## config.mk

```make
export PLATFORM = sky130hd
export DESIGN_NAME = subroutine_ctrl_flat
export DESIGN_NICKNAME = d
export VERILOG_FILES = /design/src/rtl/ras_pkg.sv /design/src/rtl/subroutine_ctrl_if.sv /design/src/rtl/sat_updown_counter.sv /design/src/rtl/subroutine_ctrl.sv /design/src/flat_wrapper.sv
export SDC_FILE = /design/constraint.sdc
export NUM_CORES = 1
export LEC_CHECK = 0
export ABC_AREA = 1
export CAP_MARGIN = 5
export CORE_MARGIN = 2
export CORE_UTILIZATION = 42
export CTS_CLUSTER_SIZE = 20
export DETAILED_ROUTE_END_ITERATION = 8
export HOLD_SLACK_MARGIN = 0.03
export PLACE_DENSITY = 0.83
export SKIP_CTS_REPAIR_TIMING = 1
export SLEW_MARGIN = 20
export SYNTH_ARGS = -nofsm -noshare
export SYNTH_HDL_FRONTEND = slang
export SYNTH_SLANG_ARGS = --single-unit
```

## constraint.sdc

```tcl
create_clock -name clk -period 1.7 [get_ports clk]
set_clock_uncertainty 0.1 [all_clocks]
set_input_delay 0.425 -clock clk [delete_from_list [all_inputs] [get_ports clk]]
set_output_delay 0.425 -clock clk [all_outputs]
set_load 0.03 [all_outputs]
```

## src/rtl/ras_pkg.sv

```systemverilog
// Shared types and defaults for the call/return sequencer.
package ras_pkg;

  typedef enum logic [1:0] {IDLE, POP, WAIT} ras_state_t;

  localparam int ADDR_W_DEF = 12;
  localparam int DEPTH_DEF  = 4;

  function automatic int depth_w(input int d);
    return $clog2(d + 1);
  endfunction

endpackage

```

## src/rtl/subroutine_ctrl_if.sv

```systemverilog
// Decode/stack/fetch signal bundle for subroutine_ctrl; slave is the sequencer side.
interface subroutine_ctrl_if
  import ras_pkg::*;
#(
  parameter int ADDR_W = ADDR_W_DEF,
  parameter int DEPTH  = DEPTH_DEF
) ();

  logic                        is_call;
  logic                        is_ret;
  logic [ADDR_W-1:0]           pc;
  logic [ADDR_W-1:0]           call_target;
  logic [ADDR_W-1:0]           ras_rdata;
  logic                        ras_push;
  logic                        ras_pop;
  logic [ADDR_W-1:0]           ras_wdata;
  logic                        stall;
  logic                        pc_redirect;
  logic [ADDR_W-1:0]           pc_next;
  logic [depth_w(DEPTH)-1:0]   depth;
  logic                        err;

  modport slave (
    input  is_call, is_ret, pc, call_target, ras_rdata,
    output ras_push, ras_pop, ras_wdata, stall, pc_redirect, pc_next, depth, err
  );

  modport master (
    output is_call, is_ret, pc, call_target, ras_rdata,
    input  ras_push, ras_pop, ras_wdata, stall, pc_redirect, pc_next, depth, err
  );

endinterface

```

## src/rtl/sat_updown_counter.sv

```systemverilog
// Saturating up/down occupancy counter; simultaneous inc and dec cancel.
module sat_updown_counter #(
  parameter int MAX = 4,
  parameter int W   = 3
) (
  input  logic         clk,
  input  logic         rst_n,
  input  logic         inc,
  input  logic         dec,
  output logic [W-1:0] count,
  output logic         full,
  output logic         empty
);

  assign full  = (count == W'(MAX));
  assign empty = (count == '0);

  always_ff @(posedge clk or negedge rst_n) begin
    if (!rst_n)                    count <= '0;
    else if (inc && !dec && !full) count <= count + W'(1);
    else if (dec && !inc && !empty) count <= count - W'(1);
  end

endmodule

```

## src/rtl/subroutine_ctrl.sv

```systemverilog
// Call/return sequencer driving the return-address stack.
// RAS_ERR_TRAP_EN: trap overflow/underflow (suppress the op, set sticky err).
module subroutine_ctrl
  import ras_pkg::*;
#(
  parameter int ADDR_W = ADDR_W_DEF,
  parameter int DEPTH  = DEPTH_DEF
) (
  input logic              clk,
  input logic              rst_n,
  subroutine_ctrl_if.slave bus
);

  localparam int DW = depth_w(DEPTH);
`ifdef RAS_ERR_TRAP_EN
  localparam bit TRAP_EN = 1'b1;
`else
  localparam bit TRAP_EN = 1'b0;
`endif

  ras_state_t        state, state_n;
  logic              push_n, pop_n, stall_n, redir_n, err_n;
  logic              inc, dec, full, empty;
  logic [ADDR_W-1:0] wdata_n, pcnext_n;
  logic [DW-1:0]     count;

  sat_updown_counter #(.MAX(DEPTH), .W(DW)) u_depth (
    .clk   (clk),
    .rst_n (rst_n),
    .inc   (inc),
    .dec   (dec),
    .count (count),
    .full  (full),
    .empty (empty)
  );

  assign bus.depth = count;

  always_comb begin
    state_n  = state;
    push_n   = 1'b0;
    pop_n    = 1'b0;
    stall_n  = 1'b0;
    redir_n  = 1'b0;
    err_n    = bus.err;
    wdata_n  = bus.ras_wdata;
    pcnext_n = bus.pc_next;
    inc      = 1'b0;
    dec      = 1'b0;
    unique case (state)
      IDLE: begin
        // Call wins over a simultaneous return.
        if (bus.is_call) begin
          redir_n  = 1'b1;
          pcnext_n = bus.call_target;
          if (TRAP_EN && full) begin
            err_n = 1'b1;
          end else begin
            push_n  = 1'b1;
            wdata_n = bus.pc + ADDR_W'(1);
            inc     = 1'b1;
          end
        end else if (bus.is_ret) begin
          if (TRAP_EN && empty) begin
            err_n = 1'b1;
          end else begin
            state_n = POP;
            pop_n   = 1'b1;
            stall_n = 1'b1;
            dec     = 1'b1;
          end
        end
      end
      POP: begin
        state_n = WAIT;
        stall_n = 1'b1;
      end
      WAIT: begin
        // Stack data is valid only in this cycle, one after the pop strobe.
        state_n  = IDLE;
        redir_n  = 1'b1;
        pcnext_n = bus.ras_rdata;
      end
      default: state_n = IDLE;
    endcase
  end

  always_ff @(posedge clk or negedge rst_n) begin
    if (!rst_n) begin
      state           <= IDLE;
      bus.ras_push    <= 1'b0;
      bus.ras_pop     <= 1'b0;
      bus.ras_wdata   <= '0;
      bus.stall       <= 1'b0;
      bus.pc_redirect <= 1'b0;
      bus.pc_next     <= '0;
      bus.err         <= 1'b0;
    end else begin
      state           <= state_n;
      bus.ras_push    <= push_n;
      bus.ras_pop     <= pop_n;
      bus.ras_wdata   <= wdata_n;
      bus.stall       <= stall_n;
      bus.pc_redirect <= redir_n;
      bus.pc_next     <= pcnext_n;
      bus.err         <= err_n;
    end
  end

endmodule
```

## src/flat_wrapper.sv

```systemverilog
// flat-port wrapper written by rule: the top's interface ports become plain ports
module subroutine_ctrl_flat import ras_pkg::*;
#(
  parameter int ADDR_W = ADDR_W_DEF,
  parameter int DEPTH  = DEPTH_DEF
)
  (clk, rst_n, bus_is_call, bus_is_ret, bus_pc, bus_call_target, bus_ras_rdata, bus_ras_push, bus_ras_pop, bus_ras_wdata, bus_stall, bus_pc_redirect, bus_pc_next, bus_depth, bus_err);
  subroutine_ctrl_if #(.ADDR_W(ADDR_W), .DEPTH(DEPTH)) bus_i ();
  input logic clk;
  input logic rst_n;
  input wire logic [$bits(bus_i.is_call)-1:0] bus_is_call;
  input wire logic [$bits(bus_i.is_ret)-1:0] bus_is_ret;
  input wire logic [$bits(bus_i.pc)-1:0] bus_pc;
  input wire logic [$bits(bus_i.call_target)-1:0] bus_call_target;
  input wire logic [$bits(bus_i.ras_rdata)-1:0] bus_ras_rdata;
  output wire logic [$bits(bus_i.ras_push)-1:0] bus_ras_push;
  output wire logic [$bits(bus_i.ras_pop)-1:0] bus_ras_pop;
  output wire logic [$bits(bus_i.ras_wdata)-1:0] bus_ras_wdata;
  output wire logic [$bits(bus_i.stall)-1:0] bus_stall;
  output wire logic [$bits(bus_i.pc_redirect)-1:0] bus_pc_redirect;
  output wire logic [$bits(bus_i.pc_next)-1:0] bus_pc_next;
  output wire logic [$bits(bus_i.depth)-1:0] bus_depth;
  output wire logic [$bits(bus_i.err)-1:0] bus_err;
  assign bus_i.is_call = bus_is_call;
  assign bus_i.is_ret = bus_is_ret;
  assign bus_i.pc = bus_pc;
  assign bus_i.call_target = bus_call_target;
  assign bus_i.ras_rdata = bus_ras_rdata;
  assign bus_ras_push = bus_i.ras_push;
  assign bus_ras_pop = bus_i.ras_pop;
  assign bus_ras_wdata = bus_i.ras_wdata;
  assign bus_stall = bus_i.stall;
  assign bus_pc_redirect = bus_i.pc_redirect;
  assign bus_pc_next = bus_i.pc_next;
  assign bus_depth = bus_i.depth;
  assign bus_err = bus_i.err;
  subroutine_ctrl #(.ADDR_W(ADDR_W), .DEPTH(DEPTH)) u_core (.clk(clk), .rst_n(rst_n), .bus(bus_i));
endmodule
```

# Yosys cells after proc, flatten, opt, wreduce, memory -nomap -nowiden
# Cells that the tools add are included.
[word_totals]
ff_bits = 33
mem_count = 0
ramBits = 0
latch_bits = 0
word_cells = 46
out_inout_bits = 32
rom_bits = 0
[classes]
magnitude_cmp = 0
n_eq_ne = 6
n_addsub = 3
n_div = 0
bitwise = 0
n_shift = 0
mul = 0
mux = 14
n_reduce_logical = 15
[op_table]
columns = ["cell", "n"]
rows = [
  ["$pmux W12 S2", 1],
  ["$add A12 B1 Y12 const B", 1],
  ["$mux W12", 1],
  ["$mux W3", 2],
  ["$ne A2 B2 Y1 const B", 3],
  ["$reduce_and A2 Y1", 3],
  ["$mux W1", 5],
  ["$logic_and A1 B1 Y1", 4],
  ["$logic_not A1 Y1", 4],
  ["$mux W2", 2],
  ["$pmux W1 S2", 2],
  ["$pmux W2 S2", 1],
  ["$reduce_bool A2 Y1", 2],
  ["$add A3 B1 Y3 const B", 1],
  ["$eq A3 B3 Y1 const B", 1],
  ["$logic_not A3 Y1", 1],
  ["$sub A3 B1 Y3 const B", 1],
  ["$eq A2 B1 Y1 const B", 1],
  ["$eq A2 B2 Y1 const B", 1],
  ["$logic_not A2 Y1", 1],
]

# Longest topological paths before layout
# Gate-level depths: netlist (run 1).
[depth]
word_depth = 7
depth_mapped = 10
ltp_nobuf = 10

# Modules after synthesis
# A second synthesis (run 1) with hierarchy kept.
[unflattened]
hier_cells = 210
hier_area_um2 = 1647.8
[modules_own_cells]
columns = ["module", "instances", "seq_area_each_um2", "area_per_inst_um2", "cells_each"]
rows = [
  ["subroutine_ctrl", 1, 750.7, 1435.1, 179],
  ["sat_updown_counter", 1, 75.1, 212.7, 31],
]

# Worst setup path before layout (run 1)
# OpenSTA, ideal clock, no wires.
[synth_path]
kind = "register to register"
startpoint = "register u_core.u_depth.count[0]"
endpoint = "register u_core.u_depth.count[2]"
arrival_time_ns = 1.474
setup_slack_ns = 0.008
stages_incl_launch_ff = 9
path_cell_list = "dfrtp_1 inv_1 nand3_1 nand2_1 fa_1 inv_1 nand3_1 nand3_1 nand2_1"
[synth_via]
elab_chain_len = 4
[synth_lines]
columns = ["element", "line_no", "rtl"]
rows = [
  ["start: declaration", "sat_updown_counter.sv:10", "output logic [W-1:0] count,"],
  ["start signal: assignment", "sat_updown_counter.sv:20", "else if (inc && !dec && !full) count <= count + W'(1);"],
  ["start signal: assignment", "sat_updown_counter.sv:21", "else if (dec && !inc && !empty) count <= count - W'(1);"],
  ["parallel branches: the longest is 4 deep, another holds $sub A3 B1 Y3", "--", ""],
]
# Parallel ways; which one is timed is not known. The select of a mux whose other input is x is not followed.
# A chain may end at the register's enable or synchronous reset.

# Worst setup path after layout (run 1)
[layout_path]
startpoint = "input bus_pc[1]"
endpoint = "register u_core.bus.ras_wdata[8]"
[layout_via]
elab_chain_len = 1
[layout_lines]
columns = ["element", "line_no", "rtl"]
rows = [
  ["start: declaration", "flat_wrapper.sv:13", "input wire logic [$bits(bus_i.pc)-1:0] bus_pc;"],
  ["$add A12 B1 Y12", "subroutine_ctrl.sv:60", "wdata_n = bus.pc + ADDR_W'(1);"],
  ["end signal: assignment", "subroutine_ctrl.sv:102", "bus.ras_wdata <= wdata_n;"],
  ["end: declaration", "subroutine_ctrl_if.sv:25", "output ras_push, ras_pop, ras_wdata, stall, pc_redirect, pc_next, depth, err"],
]
# No other way between the ends.

==> flow_summary.json, run 1 <==
{
  "max_freq_mhz": 615,
  "die_w_um": 66.3,
  "yosys_warnings": 0,
  "rows": 22,
  "synth_nets": 247,
  "grt_max_degree": 34,
  "synth_top_area_cell": "dfrtp_1",
  "synth_area_leaders": "dfrtp_1, nand2_1, nand3_1",
  "async_flop_share_pct": 100,
  "hpwl_mm": 2.76,
  "dr.first_iter.drc_count": 97,
  "post-route-period-util_pct": 95.6,
  "gp_congestion": 0.800,
  "synthMuxAreaShare_pct": 0,
  "boundaryPins": 72,
  "synth_xor_area_share_pct": 2.15,
  "cts_max_level": 2,
  "post_drt_wl_per_cell_um": 11.6,
  "arrival_ns": 1.70,
  "fin_crit_ns": 1.63,
  "ys.flop_type": "dfrtp_1",
  "endpoint_kind": "flip-flop",
  "drtAntennaViolNets": 0,
  "grt.overflow.total": 0,
  "cp_max_fo": 3,
  "p_per_area_mw_per_mm2": 1070,
  "synthAdderAreaFrac_pct": 1.99,
  "num_antenna_cells": 0,
  "synth_compound_area_share_pct": 2.53,
  "cts_tree": "built",
  "p_int_mw": 1.88,
  "min_path_type": "reg2reg",
  "synth.avg_cell_area_um2": 7.96,
  "area_delta_synth_final_pct": 64.7,
  "cts.sinks": 33,
  "fin_tns_setup_ns": 0,
  "antenna_found_initial": 0,
  "seq_area_frac_synth_pct": 50.6,
  "num-nets-final": 332,
  "synth_cell_types": 21,
  "startpoint_type": "primary input",
  "core_mm2": 0.00369,
  "wl_mm": 3.94,
  "pwr-share-clk_pct": 26.2,
  "finalHoldViolCount": 0,
  "final_util_pct": 72.9,
  "die_area_mm2": 0.00440,
  "numCtsBuffers": 5,
  "setup_viol": 0,
  "grt_pass1_wl_mm": 6.45,
  "vias": 1617,
  "dp_slack_ns": -0.364,
  "drt_first_pass_iters": 4,
  "viasPerCell": 4.77,
  "finalNonFillerCells": 339,
  "insertion_delay_ns": 0.28,
  "synth_top_area_share_pct": 50.6,
  "maxCapViolations": 0,
  "ir_drop_v": 0.000600,
  "drc": 0,
  "worst-setup-path-type": "in2reg",
  "initial_core_util_pct": 44.2,
  "yosys.area_share.simple_pct": 34.1,
  "cts_root_buf": "clkbuf_8",
  "track_usage_pct": 19.3,
  "power.leakage_nw": 1.62,
  "synth_area_mm2": 0.00163,
  "p_sw_uw": 997,
  "portBuffers": 70,
  "synth-edff-count": 0,
  "synth_top_family_by_area": "simple AND/OR/NAND/NOR gates",
  "fin_ws_ns": 0.0746,
  "dp.cells": 329,
  "p_sw_share_pct": 34.6,
  "synthTopCellsByCount": "nand2_1, nand3_1, dfrtp_1, inv_1, nor2_1",
  "final_layout_size_suffix_gt1_share_pct": 12.0,
  "cts_buffer_depth": 2,
  "path_clk_slew_ns": 0.06,
  "synth_seq_cells": 33,
  "combinationalPowerShare_pct": 38.1,
  "grt_pass1_vias": 1503,
  "die_h_um": 66.3,
  "critical_path_required_ns": 1.77,
  "slew_viol_final": 0,
  "synth.most_common_cell": "nand2_1",
  "seqPwrFrac_pct": 35.7,
  "synthCells": 205,
  "status": "finished, final reports clean"
}
per-layer routing:
layer / global-route usage (%) / part of all wire (%) / routed length (um) / vias up
li1: - / - / - / 812
met1: 22.7 / 41 / 1630 / 741
met2: 32.3 / 48 / 1890 / 58
met3: 7.33 / 9.0 / 356 / 6
met4: 6.63 / 1.5 / 61 / 0
met5: 0 / 0 / 0 / -
flip-flops by register name, indices dropped and copies added, names as in the netlist:
signal / count
u_core.bus.pc_next: 12
u_core.bus.ras_wdata: 12
u_core.u_depth.count: 3
u_core.state: 2
u_core.bus.pc_redirect: 1
u_core.bus.ras_pop: 1
u_core.bus.ras_push: 1
u_core.bus.stall: 1
critical path, cell delays in order:
cell	delay, ns
clkdlybuf4s50_1	0.51
ha_1	0.21
nand4_1	0.13
nor2_2	0.18
nand3_1	0.10
nand3_1	0.09
nand2_1	0.06
path summary, 6_finish.rpt:
| kind | startpoint | endpoint | slack, ns | cells after the start |
|---|---|---|---|---|
| worst max-delay path | bus_pc[1] | u_core.bus.ras_wdata[8]$_DFFE_PN0P_ | 0.07 | 7 |
| worst min-delay path | u_core.bus.ras_wdata[1]$_DFFE_PN0P_ | u_core.bus.ras_wdata[1]$_DFFE_PN0P_ | 0.37 | 2 |
| worst min register to register | u_core.bus.ras_wdata[1]$_DFFE_PN0P_ | u_core.bus.ras_wdata[1]$_DFFE_PN0P_ | 0.37 | 2 |
| min in group asynchronous | rst_n | u_core.bus.ras_wdata[5]$_DFFE_PN0P_ | 0.41 | 2 |
| max in group asynchronous | rst_n | u_core.bus.ras_pop$_DFF_PN0_ | 0.91 | 2 |
| worst max register to register | u_core.state[1]$_DFFE_PN0P_ | u_core.u_depth.count[2]$_DFFE_PN0P_ | 0.11 | 9 |
cell type report:
class / instances / area, um2
Multi-Input combinational cell: 142 / 687
Fill cell: 285 / 1000
Tap cell: 48 / 60.1
Timing Repair Buffer: 86 / 913
Sequential cell: 33 / 826
Clock buffer: 7 / 86.3
Inverter: 22 / 85.1
Clock inverter: 1 / 30.0
power groups by stage:
stage / sequential (mW) / combinational, mW / clock, mW
after floorplan: 1.33 / 0.305 / 0
after global placement: 1.04 / 1.09 / 0
after detailed placement: 1.04 / 1.11 / 0
after CTS: 1.03 / 1.11 / 0.771
after global routing: 1.05 / 1.20 / 0.808
final: 1.03 / 1.10 / 0.756
stage by stage:
| stage | total power [mW] | hold WS, ns | area (um2) |
|---|---|---|---|
| finish | 2.88 | 0.370 | 2690 |
| CTS | 2.92 | 0.380 | 2570 |
| global route | 3.06 | 0.395 | 2690 |
| global placement | 2.13 | 0.364 | 2460 |
| floorplan | 1.64 | 0.0294 | 1630 |
| detailed placement | 2.16 | 0.364 | 2460 |
cells by family after synthesis:
logic type / after synthesis
DFF: 33
buffers and inverters: 30
other: 1
xor gates and xnor gates: 4
adders and majority gates: 2
AOI/OAI and AO/OA: 7
and+or+nand+nor: 128
cells in the final DEF (no fill, tap or decap):
cell,Yosys,layout
bufinv_16,0,1
nor2_1,9,7
nand3_1,44,43
buf_12,0,1
nor2_4,2,2
nor2_2,0,2
nor3_1,1,1
inv_4,0,1
dfrtp_1,33,33
nand4_1,2,2
clkbuf_8,0,6
conb_1,1,1
xor2_1,3,3
o21ai_2,1,1
buf_4,1,15
o21ai_0,5,5
fa_2,0,1
nand3_2,0,1
o21bai_1,1,1
inv_2,2,2
inv_1,20,19
xnor2_1,1,1
clkbuf_1,0,1
clkdlybuf4s50_1,0,38
nand2_2,0,2
nand2_1,70,68
dlymetal6s2s_1,0,32
ha_1,1,1
(Power assumes the default switching activity.)
==> inputs of run 2 (changes only) <==
CORE_ASPECT_RATIO = 0.5   (was default)
MAX_ROUTING_LAYER = met4   (was default)
SETUP_SLACK_MARGIN = 0.4   (was default)
==> run 2 against run 1 <==
- the run now ends with negative setup slack left
- sequential power is 5% higher
- routed wire length is 62% higher
- sequential share of layout area is 3.3 points lower
- cell count is 9.1% higher
- design area is 13% higher
- worst hold slack better by 0.049 ns
- die area is 0.69% higher
- critical endpoint is now u_core.u_depth.count[2]$_DFFE_PN0P_
==> flow_summary.json, run 2 (synthesized netlist as in run 1, its figures left out) <==
{
  "grt.overflow.total": 0,
  "dr.first_iter.drc_count": 144,
  "portBuffers": 70,
  "drt_first_pass_iters": 7,
  "slew_viol_final": 0,
  "die_w_um": 92.1,
  "rows": 15,
  "track_usage_pct": 22.1,
  "layout_common_cells": "nand2_1, buf_4, nand3_1, dfrtp_1, buf_6",
  "finalHoldViolCount": 0,
  "maxCapViolations": 0,
  "p_per_area_mw_per_mm2": 1070,
  "worst-setup-path-type": "reg2reg",
  "regToRegSetupSlack_ns": -0.12,
  "grt_pass1_wl_mm": 7.03,
  "critPathTopFamily": "simple AND/OR/NAND/NOR gates",
  "violations": "negative setup slack",
  "wl_mm": 6.40,
  "cp_slowest_cell": "fa_2",
  "post_drt_wl_per_cell_um": 17.3,
  "min_path_type": "reg2reg",
  "power.leakage_nw": 1.60,
  "r2r_cells": 10,
  "gp_congestion": 0.822,
  "rsz0062_at_grt": "true",
  "core_mm2": 0.00357,
  "p_sw_share_pct": 38.3,
  "vias": 1962,
  "cp.depth": 10,
  "drc": 0,
  "crit_path_cell_trace": "inv_2, nand2_2, nor2_4, nand2_2, fa_2, inv_2, nand3_2, nand2_1, nand2_1, nand2_1",
  "startpoint_type": "flip-flop",
  "critPathBufInv": 2,
  "setup_viol": 1,
  "num-nets-final": 360,
  "total_power_mw": 3.24,
  "cts_max_level": 2,
  "boundaryPins": 72,
  "p_int_mw": 2.00,
  "cts_tree": "built",
  "final_layout_size_suffix_gt1_share_pct": 37.9,
  "worstSetupEndpoint": "u_core.u_depth.count[2]$_DFFE_PN0P_",
  "initial_core_util_pct": 45.8,
  "path_clk_slew_ns": 0.07,
  "combinationalPowerShare_pct": 46.0,
  "endpoint_kind": "flip-flop",
  "cts_buffer_depth": 2,
  "max_freq_mhz": 549,
  "final_common_cell": "nand2_1",
  "fillers": 174,
  "slowest_delay_ns": 0.42,
  "critical_path_required_ns": 1.81,
  "cts.sinks": 33,
  "r2r-end": "u_core.u_depth.count[2]$_DFFE_PN0P_",
  "p_sw_mw": 1.24,
  "post-route-period-util_pct": 107,
  "insertion_delay_ns": 0.28,
  "fin_crit_ns": 1.82,
  "num_antenna_cells": 0,
  "cts_root_buf": "clkbuf_8",
  "die_area_mm2": 0.00443,
  "hold_start": "u_core.bus.ras_wdata[7]$_DFFE_PN0P_",
  "cp-startpoint": "u_core.state[0]$_DFFE_PN0P_",
  "arrival_ns": 1.93,
  "ir_drop_v": 0.000573,
  "numCtsBuffers": 5,
  "reg2reg_from": "u_core.state[0]$_DFFE_PN0P_",
  "area_delta_synth_final_pct": 85.4,
  "hpwl_mm": 3.52,
  "antenna_found_initial": 0,
  "pwr-share-clk_pct": 20.7,
  "hold_ws_ns": 0.419,
  "die_h_um": 48.1,
  "reg_top3": "u_core.bus.pc_next (12), u_core.bus.ras_wdata (12), u_core.u_depth.count (3)",
  "drtAntennaViolNets": 0,
  "cp_common_cell": "nand2_1",
  "viasPerCell": 5.30,
  "grt_max_degree": 34,
  "fin_ws_ns": -0.122,
  "seqPwrFrac_pct": 33.3,
  "grt_pass1_vias": 1669,
  "cp_max_fo": 4,
  "status": "complete, but fails checks"
}
## run 2: cell types whose count changed in the layout (fill, tap and decap cells not counted), sizes merged
| cell | before | now |
|---|---|---|
| buf | 16 | 73 |
| dlymetal6s2s | 32 | 11 |
| clkdlybuf4s50 | 38 | 28 |
| clkbuf | 7 | 9 |
| bufinv | 1 | 0 |
| clkinv | 0 | 1 |
## run 2: how the worst min path moves through the flow
stage | end | slack [ns] | cells after the start
6_report | u_core.bus.ras_wdata[7]$_DFFE_PN0P_ | 0.42 | 2
5_1_grt | u_core.bus.pc_next[10]$_DFFE_PN0P_ | 0.44 | 2
4_1_cts | u_core.bus.ras_wdata[11]$_DFFE_PN0P_ | 0.39 | 2
3_5_place_dp | u_core.bus.ras_wdata[11]$_DFFE_PN0P_ | 0.37 | 2
3_3_place_gp | u_core.bus.ras_wdata[1]$_DFFE_PN0P_ | 0.36 | 2
2_1_floorplan | u_core.bus.pc_next[0]$_DFFE_PN0P_ | 0.03 | 0
## run 2: power groups by stage
stage	logic, mW	clock network [mW]	registers (mW)
floorplan	0.315	0	1.35
global placement	1.12	0	1.05
detailed placement	1.17	0	1.05
CTS	1.18	0.660	1.04
global route	1.57	0.694	1.09
finish	1.49	0.669	1.08
## run 2: cell type report
class | instances | area (um2) | area share [%]
inverters | 22 | 90.1 | 2.98
multi-input cells | 142 | 767 | 25.4
repair buffers | 114 | 1170 | 38.8
flip-flops and latches | 33 | 830 | 27.4
clock inverters | 1 | 5.00 | 0.165
well taps | 51 | 63.8 | 2.11
clock buffers | 7 | 96.3 | 3.19
## run 2: per-layer routing
metal / up-vias / routed length (um) / global-route usage (%) / part of all wire, %
met5: - / 0 / - / 0
met4: 0 / 286 / 9.55 / 4.5
met3: 34 / 449 / 5.20 / 7.0
met2: 119 / 3320 / 46.0 / 52
met1: 939 / 2340 / 20.7 / 37
li1: 870 / - / - / -
## run 2: metrics by stage
step	cell area [um2]	setup WS, ns	utilization, %	std cells	TNS [ns]
CTS	2620	-0.205	73.5	345	-4.41
floorplan	1640	0.157	-	205	0
global placement	2520	-0.225	70.7	337	-2.49
detailed placement	2520	-0.335	70.7	337	-3.49
global route	3020	-0.208	84.8	370	-0.210
finish	3020	-0.122	84.8	370	-0.122
## run 2: worst min-delay path: stages (launching register included)
cell and delay (ns):
dfrtp_1 0.37, nand2_1 0.06, nand2_1 0.06
